`src/rtl/usb_if_pkg.sv`:
```
// Shared host-interface definitions: serial TX arbiter state encoding and defaults.
package usb_if_pkg;

  typedef enum logic [2:0] {
    TXARB_IDLE  = 3'd0,
    TXARB_GRANT = 3'd1,
    TXARB_START = 3'd2,
    TXARB_GUARD = 3'd3,
    TXARB_DRAIN = 3'd4
  } txarb_state_t;

  localparam int TXARB_TIMEOUT_DEFAULT = 65535;

endpackage

```
`src/rtl/serial_tx_arbiter_rr_pick.sv`:
```
// Combinational round-robin picker: first set request strictly after i_ptr,
// wrapping modulo NUM_REQ (not modulo a power of two).
module rr_pick #(
  parameter int NUM_REQ = 3,
  parameter int PTR_W   = $clog2(NUM_REQ)
) (
  input  logic [NUM_REQ-1:0] i_req,
  input  logic [PTR_W-1:0]   i_ptr,
  output logic [NUM_REQ-1:0] o_grant,
  output logic [PTR_W-1:0]   o_idx,
  output logic               o_any
);

  always_comb begin
    int cand;
    cand    = 0;
    o_grant = '0;
    o_idx   = '0;
    o_any   = 1'b0;
    for (int k = 1; k <= NUM_REQ; k++) begin
      cand = (int'(i_ptr) + k) % NUM_REQ;
      if (!o_any && i_req[cand[PTR_W-1:0]]) begin
        o_any                    = 1'b1;
        o_grant[cand[PTR_W-1:0]] = 1'b1;
        o_idx                    = cand[PTR_W-1:0];
      end
    end
  end

endmodule

```
`src/rtl/serial_tx_arbiter.sv`:
```
// Round-robin, packet-locked sharing of the serial transmitter among byte requesters.
// Optional mid-packet idle timeout is built only when TX_ARB_TIMEOUT_EN is defined.
//
// state | meaning
// IDLE  | no owner, arbitrate among req_valid
// GRANT | owner holds the lock, waiting for its next byte
// START | tx_start / req_ready pulse cycle
// GUARD | transmitter busy flag not yet valid, ignore it
// DRAIN | wait for tx_busy to fall, then next byte or release
module serial_tx_arbiter
  import usb_if_pkg::*;
#(
  parameter int NUM_REQ        = 3,
  parameter int TIMEOUT_CYCLES = TXARB_TIMEOUT_DEFAULT
) (
  input  logic                 ftdi_clk,
  input  logic                 reset,
  input  logic [NUM_REQ-1:0]   req_valid,
  input  logic [8*NUM_REQ-1:0] req_data,
  input  logic [NUM_REQ-1:0]   req_last,
  output logic [NUM_REQ-1:0]   req_ready,
  output logic [NUM_REQ-1:0]   grant,
  output logic                 tx_start,
  output logic [7:0]           tx_data,
  input  logic                 tx_busy,
  output logic                 timeout_flag
);

  localparam int PTR_W = $clog2(NUM_REQ);

  txarb_state_t       r_state, w_state_nxt;
  logic [PTR_W-1:0]   r_owner, w_owner_nxt;
  logic [PTR_W-1:0]   r_rr_ptr, w_rr_ptr_nxt;
  logic [NUM_REQ-1:0] r_grant, w_grant_nxt;
  logic [NUM_REQ-1:0] r_req_ready, w_req_ready_nxt;
  logic [7:0]         r_tx_data, w_tx_data_nxt;
  logic               r_last, w_last_nxt;
  logic               r_tx_start, w_tx_start_nxt;
  logic               r_timeout, w_timeout_nxt;
  logic               w_timeout_hit;

  logic [NUM_REQ-1:0] w_pick_grant;
  logic [PTR_W-1:0]   w_pick_idx;
  logic               w_pick_any;
  logic [7:0]         w_owner_byte;
  logic               w_owner_valid;

  rr_pick #(
    .NUM_REQ (NUM_REQ),
    .PTR_W   (PTR_W)
  ) u_rr_pick (
    .i_req   (req_valid),
    .i_ptr   (r_rr_ptr),
    .o_grant (w_pick_grant),
    .o_idx   (w_pick_idx),
    .o_any   (w_pick_any)
  );

  assign w_owner_byte  = req_data[{r_owner, 3'b000} +: 8];
  assign w_owner_valid = req_valid[r_owner];

`ifdef TX_ARB_TIMEOUT_EN
  logic [15:0] r_idle_cnt;

  // Counts consecutive GRANT cycles without a byte from the owner.
  always_ff @(posedge ftdi_clk or posedge reset) begin
    if (reset) begin
      r_idle_cnt <= '0;
    end else if (r_state != TXARB_GRANT || w_owner_valid) begin
      r_idle_cnt <= '0;
    end else begin
      r_idle_cnt <= r_idle_cnt + 16'd1;
    end
  end

  assign w_timeout_hit = (r_state == TXARB_GRANT) && !w_owner_valid &&
                         (r_idle_cnt == 16'(TIMEOUT_CYCLES - 1));
`else
  assign w_timeout_hit = 1'b0;
`endif

  always_comb begin
    w_state_nxt     = r_state;
    w_owner_nxt     = r_owner;
    w_rr_ptr_nxt    = r_rr_ptr;
    w_grant_nxt     = r_grant;
    w_tx_data_nxt   = r_tx_data;
    w_last_nxt      = r_last;
    w_tx_start_nxt  = 1'b0;
    w_req_ready_nxt = '0;
    w_timeout_nxt   = r_timeout;
    case (r_state)
      TXARB_IDLE: begin
        if (w_pick_any) begin
          w_grant_nxt = w_pick_grant;
          w_owner_nxt = w_pick_idx;
          w_state_nxt = TXARB_GRANT;
        end
      end
      TXARB_GRANT: begin
        if (w_owner_valid) begin
          w_tx_data_nxt   = w_owner_byte;
          w_last_nxt      = req_last[r_owner];
          w_tx_start_nxt  = 1'b1;
          w_req_ready_nxt = r_grant;
          w_state_nxt     = TXARB_START;
        end else if (w_timeout_hit) begin
          w_timeout_nxt = 1'b1;
          w_grant_nxt   = '0;
          w_rr_ptr_nxt  = r_owner;
          w_state_nxt   = TXARB_IDLE;
        end
      end
      TXARB_START: w_state_nxt = TXARB_GUARD;
      TXARB_GUARD: w_state_nxt = TXARB_DRAIN;
      TXARB_DRAIN: begin
        if (!tx_busy) begin
          if (r_last) begin
            w_rr_ptr_nxt = r_owner;
            w_grant_nxt  = '0;
            w_state_nxt  = TXARB_IDLE;
          end else begin
            w_state_nxt = TXARB_GRANT;
          end
        end
      end
      default: w_state_nxt = TXARB_IDLE;
    endcase
  end

  always_ff @(posedge ftdi_clk or posedge reset) begin
    if (reset) begin
      r_state     <= TXARB_IDLE;
      r_owner     <= '0;
      r_rr_ptr    <= PTR_W'(NUM_REQ - 1);
      r_grant     <= '0;
      r_req_ready <= '0;
      r_tx_data   <= 8'h00;
      r_last      <= 1'b0;
      r_tx_start  <= 1'b0;
      r_timeout   <= 1'b0;
    end else begin
      r_state     <= w_state_nxt;
      r_owner     <= w_owner_nxt;
      r_rr_ptr    <= w_rr_ptr_nxt;
      r_grant     <= w_grant_nxt;
      r_req_ready <= w_req_ready_nxt;
      r_tx_data   <= w_tx_data_nxt;
      r_last      <= w_last_nxt;
      r_tx_start  <= w_tx_start_nxt;
      r_timeout   <= w_timeout_nxt;
    end
  end

  assign req_ready    = r_req_ready;
  assign grant        = r_grant;
  assign tx_start     = r_tx_start;
  assign tx_data      = r_tx_data;
  assign timeout_flag = r_timeout;

endmodule

```
`config.mk`:
```
export PLATFORM = sky130hd
export DESIGN_NAME = serial_tx_arbiter
export DESIGN_NICKNAME = d
export VERILOG_FILES = /design/src/rtl/usb_if_pkg.sv /design/src/rtl/serial_tx_arbiter_rr_pick.sv /design/src/rtl/serial_tx_arbiter.sv
export SDC_FILE = /design/constraint.sdc
export NUM_CORES = 1
export LEC_CHECK = 0
export ABC_AREA = 1
export BUFFER_PORTS_ARGS = -buffer_cell sky130_fd_sc_hd__clkbuf_2
export CAP_MARGIN = 20
export CELL_PAD_IN_SITES_DETAIL_PLACEMENT = 1
export CELL_PAD_IN_SITES_GLOBAL_PLACEMENT = 1
export CORE_UTILIZATION = 38
export DETAILED_ROUTE_END_ITERATION = 12
export PLACE_DENSITY = 0.88
export SLEW_MARGIN = 20
export SYNTH_ARGS = -nofsm -noshare
export SYNTH_HDL_FRONTEND = slang
export SYNTH_HIERARCHICAL = 1
export SYNTH_SLANG_ARGS = --single-unit
```
`constraint.sdc`:
```
create_clock -name ftdi_clk -period 5 [get_ports ftdi_clk]
set_input_delay 0.75 -clock ftdi_clk [delete_from_list [all_inputs] [get_ports ftdi_clk]]
set_output_delay 0.75 -clock ftdi_clk [all_outputs]
set_load 0.05 [all_outputs]
```
-- Word-level counts from Yosys, hierarchy flattened
Cells that the tools add are included.
- flip-flop bits (word level): 23
- input bits: 33
- output and inout bits: 16
- word-level logic and storage cells: 85
- add/subtract/negate cells: 3
- div/mod/pow operators: 3
- $lt $le $gt $ge: 7
- eq/ne operators: 8
- shift-type cells: 1
- mux-type cells: 38
- bitwise gates (word level): 3
- reduce and logical (&&, ||, !) cells: 14
- operator list (cell ; count):
    modulo 32 x 3 -> 32 bit, second input constant ; 3
    two-way mux 3 bit ; 11
    indexed part select 24 x 6 -> 8 bit ; 1
    case mux 3 bit (5 select lines) ; 1
    two-way mux 1 bit ; 14
    < comparator 2 x 3 -> 1 bit, second input constant ; 4
    binary-select mux 1 bit (select 2 bit) ; 5
    adder 2 x 2 -> 3 bit, second input constant ; 2
    demux 1 bit (select 2 bit) ; 3
    equality test 3 x 2 -> 1 bit, second input constant ; 2
    >= comparator 2 x 1 -> 1 bit, second input constant ; 3
    two-way mux 2 bit ; 3
    inequality test 2 bit, second input constant ; 3
    bitwise OR 3 bit ; 2
    case mux 3 bit (2 select lines) ; 1
    AND reduction 3 bit ; 2
    logical AND 1 bit ; 5
    AND reduction 2 bit ; 2
    AND reduction 4 bit ; 1
    adder 2 x 1 -> 3 bit, second input constant ; 1
    equality test 3 x 1 -> 1 bit, second input constant ; 1
    equality test 3 bit, second input constant ; 1
    logical NOT 3 bit ; 1
    logical NOT 1 bit ; 2
    3 further kinds ; 3

-- Longest topological paths before layout
Gate-level depths: netlist of run 1.
- depth in word-level cells: 13
- mapped depth: 15
- gate-level depth less buffers: 15

-- By module
The synthesis of run 1 kept the hierarchy.
- by module, submodules not included (module ; times used ; cells an instance ; area each (µm²) ; seq. area each (µm²)):
    serial_tx_arbiter ; 1 ; 190 ; 1313.8 ; 576.8
    rr_pick ; 1 ; 64 ; 329.1 ; 0.0

-- Least setup slack after synthesis of run 1
OpenSTA, ideal clock, no wires.
- path type: reg2reg
- from: register r_rr_ptr[0]
- to: register r_grant[0] (netlist: grant[0])
- library setup time: 0.118 ns
- data arrival time: 1.795 ns
- slack: 3.087 ns
- cell stages (with the launch flop): 15
- path buffers: 0
- period minus slack after synthesis: 1.913 ns
- path through: dfrtp_1 inv_1 ha_1 inv_2 nand2_2 nand3_2 nand2_2 nand2_2 or2_1 inv_1 nand3_1 nand2_1 nor2_1 nand2_1 nand2_1
- cells in the longest elaborated chain, start to end: 13
- elaborated cells between the ends (all ways): 43
- those cells by class: add/sub: 3; div: 3; order compare: 6; eq/ne: 1; mux: 20; bitwise: 2; reduce/logical: 8
- RTL lines (what ; RTL line ; source):
    start: declaration ; serial_tx_arbiter.sv:33 ; logic [PTR_W-1:0] r_rr_ptr, w_rr_ptr_nxt;
    start signal: assignment ; serial_tx_arbiter.sv:135 ; r_rr_ptr <= PTR_W'(NUM_REQ - 1);
    start signal: assignment ; serial_tx_arbiter.sv:145 ; r_rr_ptr <= w_rr_ptr_nxt;
    adder 2 x 1 -> 3 bit ; serial_tx_arbiter_rr_pick.sv:21 ; cand = (int'(i_ptr) + k) % NUM_REQ;
    modulo 32 x 3 -> 32 bit ; serial_tx_arbiter_rr_pick.sv:21 ;
    binary-select mux 1 bit (select 2 bit) ; serial_tx_arbiter_rr_pick.sv:22 ; if (!o_any && i_req[cand[PTR_W-1:0]]) begin
    two-way mux 1 bit (not written as such) ; serial_tx_arbiter_rr_pick.sv:22 ;
    two-way mux 1 bit ; serial_tx_arbiter_rr_pick.sv:22 ;
    logical NOT 1 bit ; serial_tx_arbiter_rr_pick.sv:22 ;
    logical AND 1 bit ; serial_tx_arbiter_rr_pick.sv:22 ;
    two-way mux 1 bit ; serial_tx_arbiter_rr_pick.sv:22 ;
    logical NOT 1 bit ; serial_tx_arbiter_rr_pick.sv:22 ;
    logical AND 1 bit ; serial_tx_arbiter_rr_pick.sv:22 ;
    two-way mux 1 bit * ; serial_tx_arbiter_rr_pick.sv:22 ;
    via w_pick_any ; serial_tx_arbiter.sv:44 ; logic w_pick_any;
    inequality test 2 x 1 -> 1 bit (no source line) * ; n/a ;
    AND reduction 4 bit (no source line) * ; n/a ;
    end signal: assignment ; serial_tx_arbiter.sv:146 ; r_grant <= w_grant_nxt;
    end: declaration ; serial_tx_arbiter.sv:34 ; logic [NUM_REQ-1:0] r_grant, w_grant_nxt;
The timed path passes the listed nets; every way through them passes the cells marked *. The select of a mux whose other input is x is not followed.
A chain may end at the register's enable or synchronous reset.

-- Worst setup path in the final report of run 1
- from: register r_rr_ptr[0]
- to: register r_grant[1] (netlist: grant[1])
Same word-level chain as after synthesis.

==> results.sh, run 1 <==
export IMPL_outcome="complete, no violations"
export IMPL_cts_max_level=1
export IMPL_cts_sinks=23
export IMPL_power_density_nw_per_um2=667
export IMPL_grt_pass1_wl_microns=7390
export IMPL_ys_async_sr_fraction_pct=100
export IMPL_pwr_share_comb_pct=65.1
export IMPL_cell_internal_pwr_uw=558
export IMPL_io_buffers=47
export IMPL_drt_wirelength_per_cell_microns=12.5
export IMPL_seq_area_sq_um=577
export IMPL_vias_per_cell=4.82
export IMPL_die_width_microns=67.8
export IMPL_die_h_microns=67.8
export IMPL_numCtsBuffers=3
export IMPL_power_switching_uw=739
export IMPL_vias=1683
export IMPL_ys_warn_count=6
export IMPL_ir_worst_vdd_uv=188
export IMPL_max_freq_mhz=459
export IMPL_syn_inst=254
export IMPL_skew_ps=5.67
export IMPL_hold_class="register to register"
export IMPL_ios=49
export IMPL_design_power_total_mw=1.30
export IMPL_endpoint_kind="register"
export IMPL_critPathArrivalTime_ps=2340
export IMPL_post_route_drc_count=0
export IMPL_holdBufCountCts=0
export IMPL_syn_area_sq_um=1640
export IMPL_cts_tree="built"
export IMPL_rsz0062_at_grt="no"
export IMPL_post_dp_hpwl_microns=3490
export IMPL_core_area_sq_um=4090
export IMPL_synth_top_cell_area_share_pct=33.5
export IMPL_tightest_slew_ps=874
export IMPL_leakage_nw=1.21
export IMPL_synth_edf_count=0
export IMPL_fillers=586
export IMPL_syn2layout_area_growth_pct=18.3
export IMPL_cts_root_buf="clkbuf_8"
export IMPL_setup_viol=0
export IMPL_antenna_found_initial=0
export IMPL_cts_setup_buffers=0
export IMPL_seq_area_frac_synth_pct=35.1
export IMPL_nets=337
export IMPL_seqPwrFrac_pct=26.0
export IMPL_diodes=0
export IMPL_cpMaxStageDelayCell="ha_1"
export IMPL_pwr_share_clk_pct=8.9
export IMPL_multi_input_area_sq_um=823
export IMPL_rows=23
export IMPL_cp_cell_sequence="inv_1 -> ha_1 -> inv_2 -> nand2_2 -> nand3_2 -> nand2_2 -> nand2_2 -> or2_1 -> inv_1 -> nand3_1 -> nand2_1 -> nor2_1 -> nand2_1 -> nand2_1"
export IMPL_critPathKind="register to register"
export IMPL_dr_first_iter_drc_count=48
export IMPL_first_pass_iters=4
export IMPL_finalCoreUtilization_pct=47.6
export IMPL_period_minus_slack_ps=2180
export IMPL_synthTopCellsByCount="93 x nand2_1, 42 x inv_1, 34 x nand3_1"
export IMPL_slew_headroom_pct=41.6
export IMPL_cts_resized=0
export IMPL_start_util_pct=40.2
export IMPL_worstPathRequired_ps=5160
export IMPL_synth_fp_nets=291
export IMPL_synth_most_common_cell="nand2_1"
export IMPL_cp_max_fo=8
export IMPL_critical_path_startpoint_type="register"
export IMPL_place_area_sq_um=1900
export IMPL_synth_area_leaders="dfrtp_1 34%, nand2_1 21%, nand3_1 10%, inv_1 9.6%, nor2_1 3.7%"
export IMPL_synth_seq_cells=23
export IMPL_grt_overflow=0
export IMPL_switching_share_pct=57.0
export IMPL_fin_setup_tns_ps=0
export IMPL_clk_pin_slew_ps=90
export IMPL_drv_slew=0
export IMPL_track_usage_pct=21.3
export IMPL_die_area_sq_um=4590
export IMPL_insertion_delay_ps=260
export IMPL_place_gp_congestion=0.850
export IMPL_path_delay_family="simple AND/OR/NAND/NOR gates"
export IMPL_yosysTopAreaCell="dfrtp_1"
export IMPL_clock_path_buffers=2
export IMPL_antenna_left=0
export IMPL_holdWs_ps=475
export IMPL_first_global_vias=1695
export IMPL_grt_max_degree=24
export IMPL_drt_wl_total_microns=4370
export IMPL_cap_viol_max_count=0
export IMPL_hold_viol_final=0
export IMPL_crit_buf_inv=3
export IMPL_synth_area_per_cell_sq_um=6.47
export IMPL_final_area_sq_um=1940
export IMPL_synth_ff_type="dfrtp_1"
export IMPL_drive_above_1_share_pct=24.4
export IMPL_finalCritPeriodShare_pct=43.6
export IMPL_slowest_delay_ps=420
export IMPL_synth_cell_type_count=28
==> layout by cell type (no fill, tap or decap), drive strengths merged, types with 3 or more instances in the layout <==
| cell | synthesis | final |
|---|---|---|
| o21ai | 7 | 7 |
| a21oi | 3 | 3 |
| inv | 50 | 50 |
| clkbuf | 1 | 50 |
| ha | 4 | 4 |
| clkinv | 2 | 3 |
| nand2 | 99 | 99 |
| dfrtp | 22 | 22 |
| nand3 | 36 | 36 |
| nor2 | 17 | 17 |
==> power by group through the flow <==
| stage | clock network [mW] | logic, mW | registers, mW |
|---|---|---|---|
| floorplan | 0 | 0.543 | 0.456 |
| global placement | 0 | 0.818 | 0.334 |
| detailed placement | 0 | 0.846 | 0.337 |
| CTS | 0.119 | 0.857 | 0.336 |
| global route | 0.128 | 0.949 | 0.348 |
| finish | 0.116 | 0.844 | 0.337 |
==> worst min-delay path, stage by stage, from the launching register on <==
cell and delay [ps]:
dfrtp_1 350, nand2_1 50, nand2_1 40
==> per-layer routing <==
layer | share of wire, % | GRT usage, %
met5 | 0 | 0
met4 | 1.6 | 6.12
met3 | 2.6 | 2.53
met2 | 51 | 37.3
met1 | 44 | 27.0
==> per-stage QoR <==
step | setup slack, ps | cells
final | 2820 | 349
after global routing | 2570 | 349
after CTS | 2800 | 349
after detailed placement | 2790 | 345
after global placement | 2900 | 345
after floorplan | 3090 | 254
==> final cells by class <==
type	count	share of cell area [%]
Clock inverter	1	0.258
Multi-Input combinational cell	173	42.4
Tap cell	50	3.22
Inverter	52	10.2
Timing Repair Buffer	47	12.1
Clock buffer	3	2.12
Sequential cell	23	29.7
==> final timing paths <==
check,startpoint,to,slack [ps],depth (start not counted)
worst max-delay path,r_rr_ptr[0],grant[1],2820,14
worst min-delay path,tx_data[6],tx_data[6],470,2
worst max register to register,r_rr_ptr[0],grant[1],2820,14
worst min register to register,tx_data[6],tx_data[6],470,2
max in group asynchronous,reset,r_owner[1],3820,2
min in group asynchronous,reset,tx_start,640,2
==> state kept, by name, indices dropped and copies added (netlist names) <==
register and flops:
req_ready 3, r_owner 2, tx_start 1, r_state 3, tx_data 8, r_rr_ptr 2, r_last 1, grant 3
==> logic make-up (layout without fill, tap and decap cells) <==
logic type | count (synthesis) | after routing | share of synthesized area [%]
other | 1 | 1 | 0.228
adder cells (fa/ha/maj) | 4 | 4 | 3.05
flip-flops | 23 | 23 | 35.1
buffers and inverters | 58 | 103 | 14.8
AO/OA/AOI/OAI | 13 | 13 | 5.18
AND/OR/NAND/NOR | 155 | 155 | 41.7
No activity file was read; power rests on OpenSTA's default activity.
==> run 2, diff against run 1 <==
- CORE_UTILIZATION: 38 -> 35
- PLACE_DENSITY: 0.88 -> 0.82
- clock period: 5 -> 2.2 ns (I/O delays scaled with it)
==> run 2 against run 1 <==
Clock power up 130%. Utilization fell by 2.9 points. Worst hold slack got worse by 260 ps. Flip-flop and latch count did not move. Final cell count increased by 1.7%. Critical path depth decreased by 2. Critical path type unchanged. Critical endpoint is now grant[0].
==> results.sh, run 2 (synthesis gave the netlist of run 1 again) <==
export IMPL_outcome="complete, no violations"
export IMPL_antenna_found_initial=0
export IMPL_nets=341
export IMPL_finalCoreUtilization_pct=44.7
export IMPL_cell_internal_pwr_mw=1.32
export IMPL_grt_max_degree=24
export IMPL_die_h_microns=70.5
export IMPL_endpoint_kind="register"
export IMPL_critPathKind="register to register"
export IMPL_insertion_delay_ps=260
export IMPL_cp_max_fo=8
export IMPL_grt_overflow=0
export IMPL_tightest_slew_ps=853
export IMPL_vias=1665
export IMPL_syn2layout_area_growth_pct=20.9
export IMPL_antenna_left=0
export IMPL_timing_final_ws_setup_ps=122
export IMPL_drive_above_1_share_pct=26.7
export IMPL_place_gp_congestion=0.849
export IMPL_switching_share_pct=55.5
export IMPL_design_power_total_mw=2.98
export IMPL_final_area_sq_um=1990
export IMPL_period_minus_slack_ps=2080
export IMPL_final_cells=355
export IMPL_dr_first_iter_drc_count=30
export IMPL_final_common_cell="nand2_1"
export IMPL_leakage_nw=1.23
export IMPL_first_pass_iters=4
export IMPL_drt_wirelength_per_cell_microns=11.4
export IMPL_cts_tree="built"
export IMPL_diodes=0
export IMPL_place_area_sq_um=1920
export IMPL_slew_headroom_pct=43.1
export IMPL_cts_sinks=23
export IMPL_drv_slew=0
export IMPL_power_switching_mw=1.65
export IMPL_largest_reg_flops=8
export IMPL_pwr_share_clk_pct=9.0
export IMPL_max_freq_mhz=481
export IMPL_fillers=618
export IMPL_worstPathRequired_ps=2360
export IMPL_post_route_drc_count=0
export IMPL_critPathArrivalTime_ps=2240
export IMPL_first_global_vias=1565
export IMPL_clk_pin_slew_ps=80
export IMPL_critical_path_startpoint_type="register"
export IMPL_die_area_sq_um=4970
export IMPL_io_buffers=47
export IMPL_cts_root_buf="clkbuf_8"
export IMPL_grt_pass1_wl_microns=6910
export IMPL_hold_viol_final=0
export IMPL_layout_common_cells="91 x nand2_1, 47 x clkbuf_2, 42 x inv_1"
export IMPL_hold_class="input port to async pin"
export IMPL_finalCritPeriodShare_pct=94.5
export IMPL_ios=49
export IMPL_place_ws_ps=25.1
export IMPL_numCtsBuffers=3
export IMPL_ir_worst_vdd_uv=392
export IMPL_track_usage_pct=17.1
export IMPL_power_density_nw_per_um2=1500
export IMPL_placed_cells=350
export IMPL_holdBufCountCts=0
export IMPL_skew_ps=1.98
export IMPL_pwr_share_comb_pct=65.7
export IMPL_start_util_pct=37.0
export IMPL_drt_wl_total_microns=4030
export IMPL_seqPwrFrac_pct=25.4
export IMPL_cts_max_level=1
export IMPL_rows=24
export IMPL_clock_path_buffers=2
export IMPL_setup_viol=0
export IMPL_core_area_sq_um=4440
export IMPL_post_dp_hpwl_microns=3250
export IMPL_die_width_microns=70.5
export IMPL_cap_viol_max_count=0
export IMPL_vias_per_cell=4.69
## run 2: cell types whose count changed in the layout (fill, tap and decap cells not counted)
cell and change:
ha_1 -2, nand2_2 +2, buf_4 +4, ha_2 +2
nand2_1 -2
## run 2: path summary, 6_finish.rpt
path / startpoint / endpoint / slack [ps] / cells after the start
hold / removal: reset / tx_data[4] / 210 / 2
min in group ftdi_clk: req_data[17] / tx_data[1] / 400 / 5
setup reg to reg: r_rr_ptr[1] / grant[0] / 120 / 12
max in group asynchronous: reset / r_last / 1470 / 2
setup / recovery: r_rr_ptr[1] / grant[0] / 120 / 12
hold reg to reg: tx_data[0] / tx_data[0] / 480 / 2
## run 2: metal layers
layer / vias up / GRT usage (%) / routed length, microns
li1: 864 / - / -
met1: 765 / 22.6 / 1930
met2: 34 / 29.7 / 1950
met3: 2 / 2.74 / 133
met4: 0 / 3.17 / 14
met5: - / 0 / 0
## run 2: repair_timing
| action | CTS | global route |
|---|---|---|
| resized for setup | 0 | 4 |
| setup endpoints to repair | 0 | 5 |
| setup buffers | 0 | 1 |
## run 2: final cells by class
type | count | area (sq um) | area share, %
Clock buffer | 3 | 41.3 | 2.08
Sequential cell | 23 | 577 | 29.0
Timing Repair Buffer | 51 | 265 | 13.4
Clock inverter | 1 | 5.00 | 0.252
Inverter | 52 | 199 | 10.0
Tap cell | 52 | 65.1 | 3.28
Multi-Input combinational cell | 173 | 833 | 42.0
## run 2: through the flow
step,setup TNS (ps),hold WS (ps)
2_1_floorplan,0,331
3_3_place_gp,0,458
3_5_place_dp,0,466
4_1_cts,0,241
5_1_grt,-10.4,296
6_report,0,210
## run 2: power by group through the flow
stage               sequential [mW]  clock (mW)  combinational, mW
detailed placement            0.764           0               1.93
global placement              0.763           0               1.91
global route                  0.776       0.293               2.19
floorplan                      1.04           0               1.23
finish                        0.754       0.267               1.95
CTS                           0.760       0.277               1.94
## run 2: critical path, cell delays in order (launching register included)
cell	delay, ps
dfstp_2	570
ha_2	330
inv_2	120
nand3_1	90
nand2_1	80
nand2_2	60
or2_1	240
inv_1	60
nand3_1	100
nand2_2	120
nor2_1	70
nand2_1	70
nand2_1	60
==> run 3, diff against run 2 <==
- SLEW_MARGIN: 20 -> 30
- clock period: 2.2 -> 2 ns (I/O delays scaled with it)
==> run 3 against run 2 <==
Worst setup slack got worse by 110 ps. Fmax is 4.6% higher. Non-clock buffer count up 10. Highest routed layer unchanged. Final cell count is 2.8% higher. Wire length up 14%. Register-to-register slack worse by 110 ps. Critical path depth unchanged. Die area stayed put. Via count is 2.6% higher. Critical endpoint is now grant[1]. Clock skew about the same. Combinational power grew 27%. Sequential share of layout area down 1.8 points.
==> results.sh, run 3 (synthesis gave the netlist of run 1 again) <==
export IMPL_outcome="complete, no violations"
export IMPL_slew_headroom_pct=62.8
export IMPL_vias_per_cell=4.68
export IMPL_antenna_found_initial=0
export IMPL_multi_input_area_sq_um=878
export IMPL_ir_worst_vdd_uv=585
export IMPL_vias=1708
export IMPL_cts_sinks=23
export IMPL_worstPathRequired_ps=2170
export IMPL_tightest_slew_ps=555
export IMPL_max_freq_mhz=503
export IMPL_insertion_delay_ps=270
export IMPL_seqPwrFrac_pct=23.5
export IMPL_cp_max_fo=4
export IMPL_setup_viol=0
export IMPL_ios=49
export IMPL_pwr_share_comb_pct=68.4
export IMPL_rsz0062_at_grt="yes"
export IMPL_drt_wirelength_per_cell_microns=12.7
export IMPL_rrSetupSlack_ps=10
export IMPL_grt_pass1_wl_microns=7470
export IMPL_drive_above_1_share_pct=31.6
export IMPL_clk_pin_slew_ps=80
export IMPL_first_global_vias=1643
export IMPL_cap_viol_max_count=0
export IMPL_critPathArrivalTime_ps=2150
export IMPL_finalCoreUtilization_pct=47.6
export IMPL_drv_slew=0
export IMPL_die_area_sq_um=4970
export IMPL_period_minus_slack_ps=1990
export IMPL_switching_share_pct=54.6
export IMPL_cts_root_buf="clkbuf_8"
export IMPL_power_switching_mw=1.98
export IMPL_start_util_pct=37.0
export IMPL_critical_path_startpoint_type="register"
export IMPL_pwr_share_clk_pct=8.1
export IMPL_largest_reg_flops=8
export IMPL_diodes=0
export IMPL_nets=351
export IMPL_endpoint_kind="register"
export IMPL_core_area_sq_um=4440
export IMPL_critPathKind="register to register"
export IMPL_place_ws_ps=-18.5
export IMPL_grt_overflow=0
export IMPL_seq_area_sq_um=577
export IMPL_place_gp_congestion=0.857
export IMPL_clock_path_buffers=2
export IMPL_syn2layout_area_growth_pct=28.8
export IMPL_power_density_nw_per_um2=1710
export IMPL_finalCritPeriodShare_pct=99.3
export IMPL_drt_wl_total_microns=4620
export IMPL_post_route_drc_count=0
export IMPL_timing_final_ws_setup_ps=13.2
export IMPL_skew_ps=2.28
export IMPL_dr_first_iter_drc_count=64
export IMPL_holdBufCountCts=0
export IMPL_hold_class="input port to async pin"
export IMPL_rows=24
export IMPL_design_power_total_mw=3.62
export IMPL_die_h_microns=70.5
export IMPL_cts_tree="built"
export IMPL_io_buffers=47
export IMPL_numCtsBuffers=3
export IMPL_antenna_left=0
export IMPL_first_pass_iters=4
export IMPL_hold_viol_final=0
export IMPL_die_width_microns=70.5
export IMPL_post_dp_hpwl_microns=3390
export IMPL_holdWs_ps=40.1
export IMPL_layout_common_cells="90 x nand2_1, 47 x clkbuf_2, 40 x inv_1"
export IMPL_cts_max_level=1
export IMPL_track_usage_pct=18.9
export IMPL_leakage_nw=1.29
export IMPL_final_common_cell="nand2_1"
export IMPL_fillers=599
export IMPL_grt_max_degree=24
export IMPL_cell_internal_pwr_mw=1.64
[run 3: per-layer routing]
layer  routed length (microns)  vias to the layer above  track usage (%)
met5                         0                        -                0
met3                        99                        4             1.88
li1                          -                      880                -
met2                      2310                       32             31.4
met1                      2170                      792             26.0
met4                        44                        0             5.44
[run 3: final cells by class]
cell class                 instances  share of cell area, %
sequential                        23                   27.3
inverter                          52                   9.70
timing repair buffer              61                   16.3
clock buffer                       3                   1.95
multi-input combinational        173                   41.5
clock inverter                     1                  0.237
tap                               52                   3.08
[run 3: stage by stage]
stage	setup TNS, ps	std cells	area [sq um]
after detailed placement	-45.2	357	1970
after global routing	-434	365	2120
after floorplan	0	254	1640
final	0	365	2120
after global placement	0	357	1970
after CTS	0	361	2040
[run 3: path summary, 6_finish.rpt]
check / end / startpoint / cells after the start
min: tx_data[2] / reset / 3
max: grant[1] / r_rr_ptr[1] / 12
max reg2reg: grant[1] / r_rr_ptr[1] / 12
min in group ftdi_clk: tx_data[1] / req_data[17] / 5
min reg2reg: tx_data[4] / tx_data[4] / 2
max in group asynchronous: r_rr_ptr[1] / reset / 3
[run 3: power groups by stage]
stage	sequential, mW	combinational, mW	clock (mW)
6_report	0.850	2.47	0.294
3_3_place_gp	0.833	2.21	0
2_1_floorplan	1.14	1.36	0
3_5_place_dp	0.839	2.26	0
4_1_cts	0.840	2.31	0.295
5_1_grt	0.881	2.73	0.314
[run 3: worst max-delay path, stage by stage (launching register included)]
cell	delay [ps]
dfstp_2	610
ha_4	160
clkinvlp_4	120
buf_6	140
nand3_4	80
o31ai_4	70
or2_1	240
inv_1	70
nand3_2	90
nand2_2	120
nor2_2	60
nand2_1	70
nand2_1	50
[run 3: repair_timing]
action	in CTS	in global routing
pin swaps	0	3
cloned	0	0
gates resized for setup	3	14
setup buffers	0	4
setup endpoints to repair	4	5
